--- config.mk ---
export PLATFORM = sky130hd
export DESIGN_NAME = proc_issue_seq
export DESIGN_NICKNAME = d
export VERILOG_FILES = /design/src/rtl/proc_pkg.sv /design/src/rtl/proc_instr_fifo.sv /design/src/rtl/proc_issue_seq.sv
export SDC_FILE = /design/constraint.sdc
export NUM_CORES = 1
export LEC_CHECK = 0
export ABC_AREA = 1
export BUFFER_PORTS_ARGS = -buffer_cell sky130_fd_sc_hd__buf_2
export CELL_PAD_IN_SITES_DETAIL_PLACEMENT = 1
export CELL_PAD_IN_SITES_GLOBAL_PLACEMENT = 1
export CORE_ASPECT_RATIO = 1.75
export CORE_MARGIN = 2
export CORE_UTILIZATION = 40
export CTS_CLUSTER_SIZE = 14
export DETAILED_ROUTE_END_ITERATION = 7
export PLACE_DENSITY_LB_ADDON = 0.2
export SLEW_MARGIN = 10
export SYNTH_ARGS = -nofsm -noshare
export SYNTH_HDL_FRONTEND = slang
export SYNTH_SLANG_ARGS = --single-unit
--- constraint.sdc ---
create_clock -name clk -period 5.7 [get_ports clk]
set_input_delay 1.14 -clock clk [delete_from_list [all_inputs] [get_ports clk]]
set_output_delay 1.14 -clock clk [all_outputs]
set_load 0.01 [all_outputs]
--- src/rtl/proc_pkg.sv ---
// Shared types and constants for the processor issue sequencer.
// Opcode encoding matches the downstream processor's op bus.
package proc_pkg;

    localparam int DATA_W = 16;
    localparam int REG_AW = 5;
    localparam int OP_W   = 3;

    localparam logic [OP_W-1:0] OP_WR     = 3'b000;
    localparam logic [OP_W-1:0] OP_RD1    = 3'b001;
    localparam logic [OP_W-1:0] OP_RD2    = 3'b010;
    localparam logic [OP_W-1:0] OP_WR_RD1 = 3'b011;
    localparam logic [OP_W-1:0] OP_WR_RD2 = 3'b100;
    localparam logic [OP_W-1:0] OP_ADD    = 3'b101;
    localparam logic [OP_W-1:0] OP_SUB    = 3'b110;
    localparam logic [OP_W-1:0] OP_SHL    = 3'b111;

    // One buffered instruction: 3 + 3*5 + 16 = 34 bits.
    typedef struct packed {
        logic [OP_W-1:0]   op;
        logic [REG_AW-1:0] read1;
        logic [REG_AW-1:0] read2;
        logic [REG_AW-1:0] write;
        logic [DATA_W-1:0] wdata;
    } instr_t;

    typedef enum logic [1:0] {
        ST_IDLE,
        ST_ISSUE,
        ST_WAIT,
        ST_GAP
    } issue_state_e;

endpackage

--- src/rtl/proc_instr_fifo.sv ---
// Synchronous instruction FIFO, power-of-two depth. Pointers carry one
// extra wrap bit so equal indices can be told apart as full or empty.
module proc_instr_fifo
    import proc_pkg::*;
#(
    parameter int DEPTH = 4
) (
    input  logic   clk,
    input  logic   rst_n,
    input  logic   push_i,
    input  instr_t din_i,
    input  logic   pop_i,
    output instr_t dout_o,
    output logic   full_o,
    output logic   empty_o
);

    localparam int AW = $clog2(DEPTH);

    if (DEPTH < 2 || (DEPTH & (DEPTH - 1)) != 0) begin : g_bad_depth
        $error("proc_instr_fifo: DEPTH must be a power of two >= 2");
    end

    instr_t      mem_q [DEPTH];
    logic [AW:0] wr_ptr_q, wr_ptr_d;
    logic [AW:0] rd_ptr_q, rd_ptr_d;
    logic        do_push;
    logic        do_pop;

    assign full_o  = (wr_ptr_q[AW] != rd_ptr_q[AW]) &&
                     (wr_ptr_q[AW-1:0] == rd_ptr_q[AW-1:0]);
    assign empty_o = (wr_ptr_q == rd_ptr_q);
    assign do_push = push_i && !full_o;
    assign do_pop  = pop_i && !empty_o;
    assign dout_o  = mem_q[rd_ptr_q[AW-1:0]];

    always_comb begin
        // NOTE: defaults first so every path assigns and no latch is inferred.
        wr_ptr_d = wr_ptr_q;
        rd_ptr_d = rd_ptr_q;
        if (do_push) wr_ptr_d = wr_ptr_q + 1'b1;
        if (do_pop)  rd_ptr_d = rd_ptr_q + 1'b1;
    end

    always_ff @(posedge clk or negedge rst_n) begin
        // NOTE: state registers use non-blocking assignments only.
        if (!rst_n) begin
            wr_ptr_q <= '0;
            rd_ptr_q <= '0;
        end else begin
            wr_ptr_q <= wr_ptr_d;
            rd_ptr_q <= rd_ptr_d;
        end
    end

    // NOTE: storage is not reset; clearing the pointers is enough to empty it.
    always_ff @(posedge clk) begin
        if (do_push) mem_q[wr_ptr_q[AW-1:0]] <= din_i;
    end

endmodule

--- src/rtl/proc_issue_seq.sv ---
// Issue sequencer: buffers instructions and drives the processor bus one
// instruction at a time. Optional WAIT abort enabled by PROC_ISSUE_TIMEOUT_EN.
module proc_issue_seq
    import proc_pkg::*;
#(
    parameter int FIFO_DEPTH     = 4,
    parameter int TIMEOUT_CYCLES = 64
) (
    input  logic              clk,
    input  logic              rst_n,
    input  logic              in_valid,
    output logic              in_ready,
    input  logic [OP_W-1:0]   in_op,
    input  logic [REG_AW-1:0] in_read1,
    input  logic [REG_AW-1:0] in_read2,
    input  logic [REG_AW-1:0] in_write,
    input  logic [DATA_W-1:0] in_wdata,
    output logic              p_input_valid,
    output logic [OP_W-1:0]   p_op,
    output logic [REG_AW-1:0] p_read1,
    output logic [REG_AW-1:0] p_read2,
    output logic [REG_AW-1:0] p_write,
    output logic [DATA_W-1:0] p_wdata,
    input  logic              p_done,
    input  logic [DATA_W-1:0] p_rd1,
    input  logic [DATA_W-1:0] p_rd2,
    input  logic [DATA_W-1:0] p_arith,
    output logic              res_valid,
    output logic [OP_W-1:0]   res_op,
    output logic [DATA_W-1:0] res_rd1,
    output logic [DATA_W-1:0] res_rd2,
    output logic [DATA_W-1:0] res_arith,
    output logic              busy,
    output logic              err_timeout
);

    if (TIMEOUT_CYCLES < 1) begin : g_bad_timeout
        $error("proc_issue_seq: TIMEOUT_CYCLES must be >= 1");
    end

    issue_state_e      state_q;
    instr_t            issue_q;
    logic              p_valid_q;
    logic              res_valid_q;
    logic [OP_W-1:0]   res_op_q;
    logic [DATA_W-1:0] res_rd1_q;
    logic [DATA_W-1:0] res_rd2_q;
    logic [DATA_W-1:0] res_arith_q;

    instr_t push_instr;
    instr_t head_instr;
    logic   fifo_full;
    logic   fifo_empty;
    logic   fifo_pop;

    assign push_instr = '{op: in_op, read1: in_read1, read2: in_read2,
                          write: in_write, wdata: in_wdata};
    assign fifo_pop   = (state_q == ST_IDLE) && !fifo_empty;

    proc_instr_fifo #(
        .DEPTH (FIFO_DEPTH)
    ) u_fifo (
        .clk     (clk),
        .rst_n   (rst_n),
        .push_i  (in_valid),
        .din_i   (push_instr),
        .pop_i   (fifo_pop),
        .dout_o  (head_instr),
        .full_o  (fifo_full),
        .empty_o (fifo_empty)
    );

`ifdef PROC_ISSUE_TIMEOUT_EN
    localparam int CNT_W = $clog2(TIMEOUT_CYCLES + 1);
    logic [CNT_W-1:0] wait_cnt_q;
    logic             err_q;
`endif

    always_ff @(posedge clk or negedge rst_n) begin
        if (!rst_n) begin
            state_q     <= ST_IDLE;
            issue_q     <= '0;
            p_valid_q   <= 1'b0;
            res_valid_q <= 1'b0;
            res_op_q    <= '0;
            res_rd1_q   <= '0;
            res_rd2_q   <= '0;
            res_arith_q <= '0;
`ifdef PROC_ISSUE_TIMEOUT_EN
            wait_cnt_q  <= '0;
            err_q       <= 1'b0;
`endif
        end else begin
            res_valid_q <= 1'b0;
`ifdef PROC_ISSUE_TIMEOUT_EN
            err_q       <= 1'b0;
`endif
            case (state_q)
                ST_IDLE: begin
                    if (!fifo_empty) begin
                        issue_q   <= head_instr;
                        p_valid_q <= 1'b1;
                        state_q   <= ST_ISSUE;
                    end
                end
                // done may still be high from the previous instruction here.
                ST_ISSUE: begin
`ifdef PROC_ISSUE_TIMEOUT_EN
                    wait_cnt_q <= '0;
`endif
                    state_q <= ST_WAIT;
                end
                ST_WAIT: begin
                    if (p_done) begin
                        res_op_q    <= issue_q.op;
                        res_rd1_q   <= p_rd1;
                        res_rd2_q   <= p_rd2;
                        res_arith_q <= p_arith;
                        res_valid_q <= 1'b1;
                        p_valid_q   <= 1'b0;
                        state_q     <= ST_GAP;
                    end
`ifdef PROC_ISSUE_TIMEOUT_EN
                    else if (wait_cnt_q == CNT_W'(TIMEOUT_CYCLES - 1)) begin
                        err_q     <= 1'b1;
                        p_valid_q <= 1'b0;
                        state_q   <= ST_GAP;
                    end else begin
                        wait_cnt_q <= wait_cnt_q + 1'b1;
                    end
`endif
                end
                ST_GAP: begin
                    state_q <= ST_IDLE;
                end
                default: state_q <= ST_IDLE;
            endcase
        end
    end

`ifdef PROC_ISSUE_TIMEOUT_EN
    assign err_timeout = err_q;
`else
    assign err_timeout = 1'b0;
`endif

    assign in_ready      = !fifo_full;
    assign busy          = (state_q != ST_IDLE) || !fifo_empty;
    assign p_input_valid = p_valid_q;
    assign p_op          = issue_q.op;
    assign p_read1       = issue_q.read1;
    assign p_read2       = issue_q.read2;
    assign p_write       = issue_q.write;
    assign p_wdata       = issue_q.wdata;
    assign res_valid     = res_valid_q;
    assign res_op        = res_op_q;
    assign res_rd1       = res_rd1_q;
    assign res_rd2       = res_rd2_q;
    assign res_arith     = res_arith_q;

endmodule

**Word-level counts from Yosys, hierarchy flattened**

Memory sizes are Yosys's and may differ from the RTL's. A register that Yosys moved wholly into a read port is not among the register bits.
Cells that the tools add are included.
Widths: inputs -> output; s select.

- $add $sub $neg: 2
- Multipliers: 0
- Divide/modulo/power cells: 0
- Order comparisons: 0
- Equality and inequality tests: 8
- Shift operators: 0
- Muxes and demuxes: 10
- Bitwise logic cells: 1
- Reductions and logical operators: 15

Operators with widths:

| cell | count |
|---|---|
| $pmux 2 s4 | 1 |
| $add 3x1->3 const B | 2 |
| $mux 1 | 6 |
| $reduce_and 2->1 | 3 |
| $eq 2x2->1 const B | 2 |
| $logic_and 1x1->1 | 4 |
| $mux 2 | 2 |
| $ne 2x2->1 const B | 2 |
| $reduce_bool 2->1 | 2 |
| $eq 3x3->1 | 1 |
| $logic_not 1->1 | 3 |
| $reduce_and 3->1 | 1 |
| $eq 2x1->1 const B | 1 |
| $eq 2x2->1 | 1 |
| $logic_not 2->1 | 1 |
| $pmux 1 s2 | 1 |
| $logic_or 1x1->1 | 1 |
| $ne 1x1->1 | 1 |
| $not 1->1 | 1 |

- Register bits after elaboration: 61
- Latch bits: 0
- Memory bits (writable): 136
- Memory bits (read-only): 0
- Input bits: 86
- Logic and storage cells: 46
- Memories: 1

Memory list:

| memory | depth | bits a word | read ports | clocked after Yosys merged registers in | write ports | RTL line | source |
|---|---|---|---|---|---|---|---|
| u_fifo.mem_q | 4 | 34 | 1 | 1 | 1 | proc_instr_fifo.sv:24 | `instr_t mem_q [DEPTH];` |

**Longest topological paths before layout**

- Depth in word-level cells: 6
- Mapped depth: 11
- Gate-level depth less buffers: 8

**Modules after synthesis**

From an unflattened synthesis, not the netlist that was laid out.

- Cells, all modules: 776
- Area, all modules: 9032.4 um^2

Modules (own cells, without submodules):

| module | instances | cells each | area each (um^2) | sequential area each (um^2) |
|---|---|---|---|---|
| proc_instr_fifo | 1 | 389 | 5507.8 | 4234.1 |
| proc_issue_seq | 1 | 387 | 3524.6 | 2227.1 |

**Worst setup path after synthesis**

OpenSTA, ideal clock, no wires.

- Path type: input-to-reg
- Start: input port in_valid
- End: memory u_fifo.mem_q[0][0] (netlist bit), enable pin
- Library setup time: 0.425 ns
- Arrival: 2.731 ns
- Required time: 5.275 ns
- Setup slack: 2.544 ns
- Stages on the path: 2
- Cells stage by stage: nand2_1 nor2_1

- Cells in the longest elaborated chain, start to end: 3

Ends and longest elaborated chain:

| what | RTL line | source |
|---|---|---|
| start: declaration | proc_issue_seq.sv:11 | `input logic in_valid,` |
| $logic_and 1x1->1 | proc_instr_fifo.sv:33 | `assign do_push = push_i && !full_o;` |
| $mux 1 | proc_instr_fifo.sv:58 | `if (do_push) mem_q[wr_ptr_q[AW-1:0]] <= din_i;` |
| $mux 1 (not written as such) | proc_instr_fifo.sv:58 |  |
| end: declaration | proc_instr_fifo.sv:24 |  |

Every way passes these cells.

**Worst setup path after layout**

- Start: register u_fifo.rd_ptr_q[1]
- End: output port busy

- Cells in the longest elaborated chain, start to end: 3

Ends and longest elaborated chain:

| what | RTL line | source |
|---|---|---|
| start: declaration | proc_instr_fifo.sv:26 | `logic [AW:0] rd_ptr_q, rd_ptr_d;` |
| start signal: assignment | proc_instr_fifo.sv:52 | `rd_ptr_q <= rd_ptr_d;` |
| $eq 3x3->1 | proc_instr_fifo.sv:32 | `assign empty_o = (wr_ptr_q == rd_ptr_q);` |
| $logic_not 1->1 | proc_issue_seq.sv:148 | `assign busy = (state_q != ST_IDLE) \|\| !fifo_empty;` |
| $logic_or 1x1->1 | proc_issue_seq.sv:148 |  |
| end: declaration | proc_issue_seq.sv:33 | `output logic busy,` |

Every way passes these cells.

==> impl_metrics.json <==
{
  "r2r-end": "u_fifo.mem_q[3][14]",
  "syn2layout_area_growth_pct": 20.39,
  "syn_nets": 864,
  "syn-cell-area_um2": 8837,
  "tns_ns": 0,
  "share_comb_of_total_power_pct": 33.6,
  "place_hpwl_um": 13550,
  "worst_slew_pin_slew_ns": 1.206,
  "leakage_uw": 0.004735,
  "powerDensity_nw_per_um2": 561.0,
  "grt_pass1_vias": 6613,
  "hold_viol": 0,
  "pwr-share-seq_pct": 42.8,
  "insertion_delay_ns": 0.51,
  "rrSetupSlack_ns": 2.48,
  "grt_overflow_total": 0,
  "clockBufferDepth": 3,
  "irDropWorstVdd_uv": 311.1,
  "row_count": 72,
  "die_w_um": 116.4,
  "grt.total_usage_pct": 18.48,
  "fin_nets": 1025,
  "maxSlewViolCount": 0,
  "tritoncts": "done",
  "first_iter_violations": 273,
  "die_y_um": 200.6,
  "synth_top_area_share_pct": 46.21,
  "cp_common_cell": "nand2_1",
  "yosys_warnings": 0,
  "min_path_cells": 2,
  "fillCellCount": 2417,
  "rr_worst_depth": 7,
  "clk_pin_slew_ns": 0.07,
  "portBuffers": 174,
  "num_io_pins": 176,
  "synth_area_leader_cell": "edfxtp_1",
  "cp-end-kind": "primary output",
  "post-route-period-util_pct": 61.90,
  "synth_area_leaders": "edfxtp_1, dfrtp_1, nand2_1",
  "wl_per_cell_um": 17.45,
  "clockRootBuffer": "clkbuf_16",
  "reg2reg_from": "u_fifo.rd_ptr_q[1]",
  "synth_seq_area_share_pct": 73.11,
  "critPathMaxStageDelay_ns": 0.51,
  "core_area_um2": 21890,
  "cts_hold_buffers": 0,
  "p_int_uw": 3762,
  "switching_share_pct": 36.96,
  "start_kind": "register",
  "cp.required_ns": 4.56,
  "async_reset_ff_share_pct": 41.13,
  "cts_resized": 0,
  "critPathKind": "register to primary output",
  "post-cts-setup-buffer-count": 0,
  "syn_area_per_cell_um2": 11.48,
  "ant_nets": 0,
  "die_area_um2": 23350,
  "drc": 0,
  "crit_path_top_delay_cell": "inv_2",
  "clock-sinks": 231,
  "synth_flop_cell": "edfxtp_1",
  "cts_made_buffers": 22,
  "fmax_mhz": 283.4,
  "whs_ns": 0.4727,
  "status": "finished clean",
  "rsz0062_at_grt": "no",
  "synth_commonest_cells": "nand2_1, edfxtp_1, dfrtp_1",
  "dr.pass1.iters": 4,
  "synthMostInstantiatedCell": "nand2_1",
  "worstPathMaxFanout": 40,
  "hold_path_class": "register to register",
  "cp.arrival_ns": 2.39,
  "min_to": "res_arith[9]",
  "p_sw_uw": 2206,
  "finalCriticalPeriod_ns": 3.528,
  "drive_gt1_share_pct": 23.76,
  "grt_pass1_wl_um": 33810,
  "gp_congestion": 0.7549,
  "routed_via_density": 4.932,
  "totalWireLength_um": 21710,
  "h-tree-depth": 1,
  "setup_viol": 0,
  "worstHoldStart": "res_arith[9]",
  "synth-edff-count": 136,
  "initial_core_util_pct": 40.37,
  "grt_max_degree": 71,
  "vias": 6136,
  "max-slew-margin-rel_pct": 19.38,
  "cap_violations": 0,
  "crit_chain": "buf_4, inv_2, nand2_1, nand2_1, nand4_1, buf_2",
  "fin_skew_ns": 0.01669,
  "ys_ff_latch": 231,
  "grt_antenna_before_repair": 1,
  "syn_inst": 770,
  "clkPwrFrac_pct": 23.5,
  "synth_cell_types": 23
}
==> layout make-up <==
type / count / area, um^2 / share of cell area, %
Inverter: 20 / 77.57 / 0.7292
Tap cell: 296 / 370.4 / 3.481
Timing Repair Buffer: 177 / 895.9 / 8.421
Clock inverter: 8 / 42.54 / 0.3999
Sequential cell: 231 / 6462 / 60.74
Multi-Input combinational cell: 479 / 2138 / 20.10
Clock buffer: 32 / 649.4 / 6.104
Antenna cell: 1 / 2.502 / 0.02352
==> critical path: cells and delay by family, from the launching register on <==
kind	cells	cell delay, ns
buf+inv	3	1.00
flops	1	0.36
simple gates	3	0.52
==> state kept, by name, indices dropped and copies added (netlist names), 5 cells and up <==
register and cells:
p_read2 5, res_rd1 16, p_read1 5, p_wdata 16, res_rd2 16, u_fifo.mem_q 136, p_write 5, res_arith 16
==> power by group through the flow <==
stage          Clock, uW  Sequential [uW]  Combinational (uW)
2_1_floorplan          0             2690                1180
3_3_place_gp           0             2570                1990
3_5_place_dp           0             2590                2050
4_1_cts             1450             2560                2060
5_1_grt             1500             2620                2290
6_report            1400             2560                2010
==> cell usage in the layout (no fill, tap or decap), types with 2 or more instances in the layout <==
| cell | instances |
|---|---|
| buf_2 | 173 |
| buf_4 | 4 |
| clkbuf_1 | 5 |
| clkbuf_16 | 23 |
| clkbuf_8 | 4 |
| clkinv_1 | 2 |
| clkinv_2 | 4 |
| clkinvlp_4 | 2 |
| dfrtp_1 | 94 |
| edfxtp_1 | 136 |
| ha_1 | 8 |
| inv_1 | 16 |
| inv_2 | 3 |
| nand2_1 | 268 |
| nand2_2 | 2 |
| nand2_4 | 2 |
| nand3_1 | 6 |
| nand4_1 | 2 |
| nor2_1 | 71 |
| nor2_4 | 4 |
| o21ai_0 | 79 |
| o22ai_1 | 31 |
| xor2_1 | 2 |
==> metrics by stage <==
step	area, um^2	power, uW	utilization, %	worst slack, ns	cells
3_3_place_gp	9945	4558	45.43	2.474	1203
5_1_grt	10640	6407	48.59	1.987	1243
3_5_place_dp	9945	4637	45.43	2.417	1203
6_report	10640	5968	48.60	2.172	1244
4_1_cts	10640	6073	48.59	2.143	1243
2_1_floorplan	8837	3863	-	2.544	770
==> logic make-up after synthesis <==
group | count (synthesis) | share of synthesized area (%)
and+or+nand+nor | 357 | 15.69
DFF | 231 | 73.11
other | 1 | 0.04243
xor gates and xnor gates | 3 | 0.2974
buffers and inverters | 60 | 3.058
adders and majority gates | 8 | 1.133
AOI/OAI and AO/OA | 110 | 6.669
==> per-layer routing <==
metal / share of wire [%] / up-vias / track usage, %
li1: - / 2899 / -
met1: 39 / 3035 / 20.69
met2: 53 / 170 / 34.76
met3: 5.5 / 32 / 3.170
met4: 2.5 / 0 / 5.612
met5: 0 / - / 0
==> worst max path at each step <==
stage | startpoint | to | slack (ns) | cells after the start
final | u_fifo.rd_ptr_q[1] | busy | 2.17 | 6
after global placement | p_done | p_input_valid | 2.47 | 6
after CTS | u_fifo.rd_ptr_q[1] | busy | 2.14 | 6
after detailed placement | u_fifo.rd_ptr_q[1] | u_fifo.mem_q[0][27] | 2.42 | 7
after floorplan | in_valid | u_fifo.mem_q[0][0] | 2.54 | 2
after global routing | u_fifo.rd_ptr_q[1] | busy | 1.99 | 6
Power figures use the tool's default switching activity.
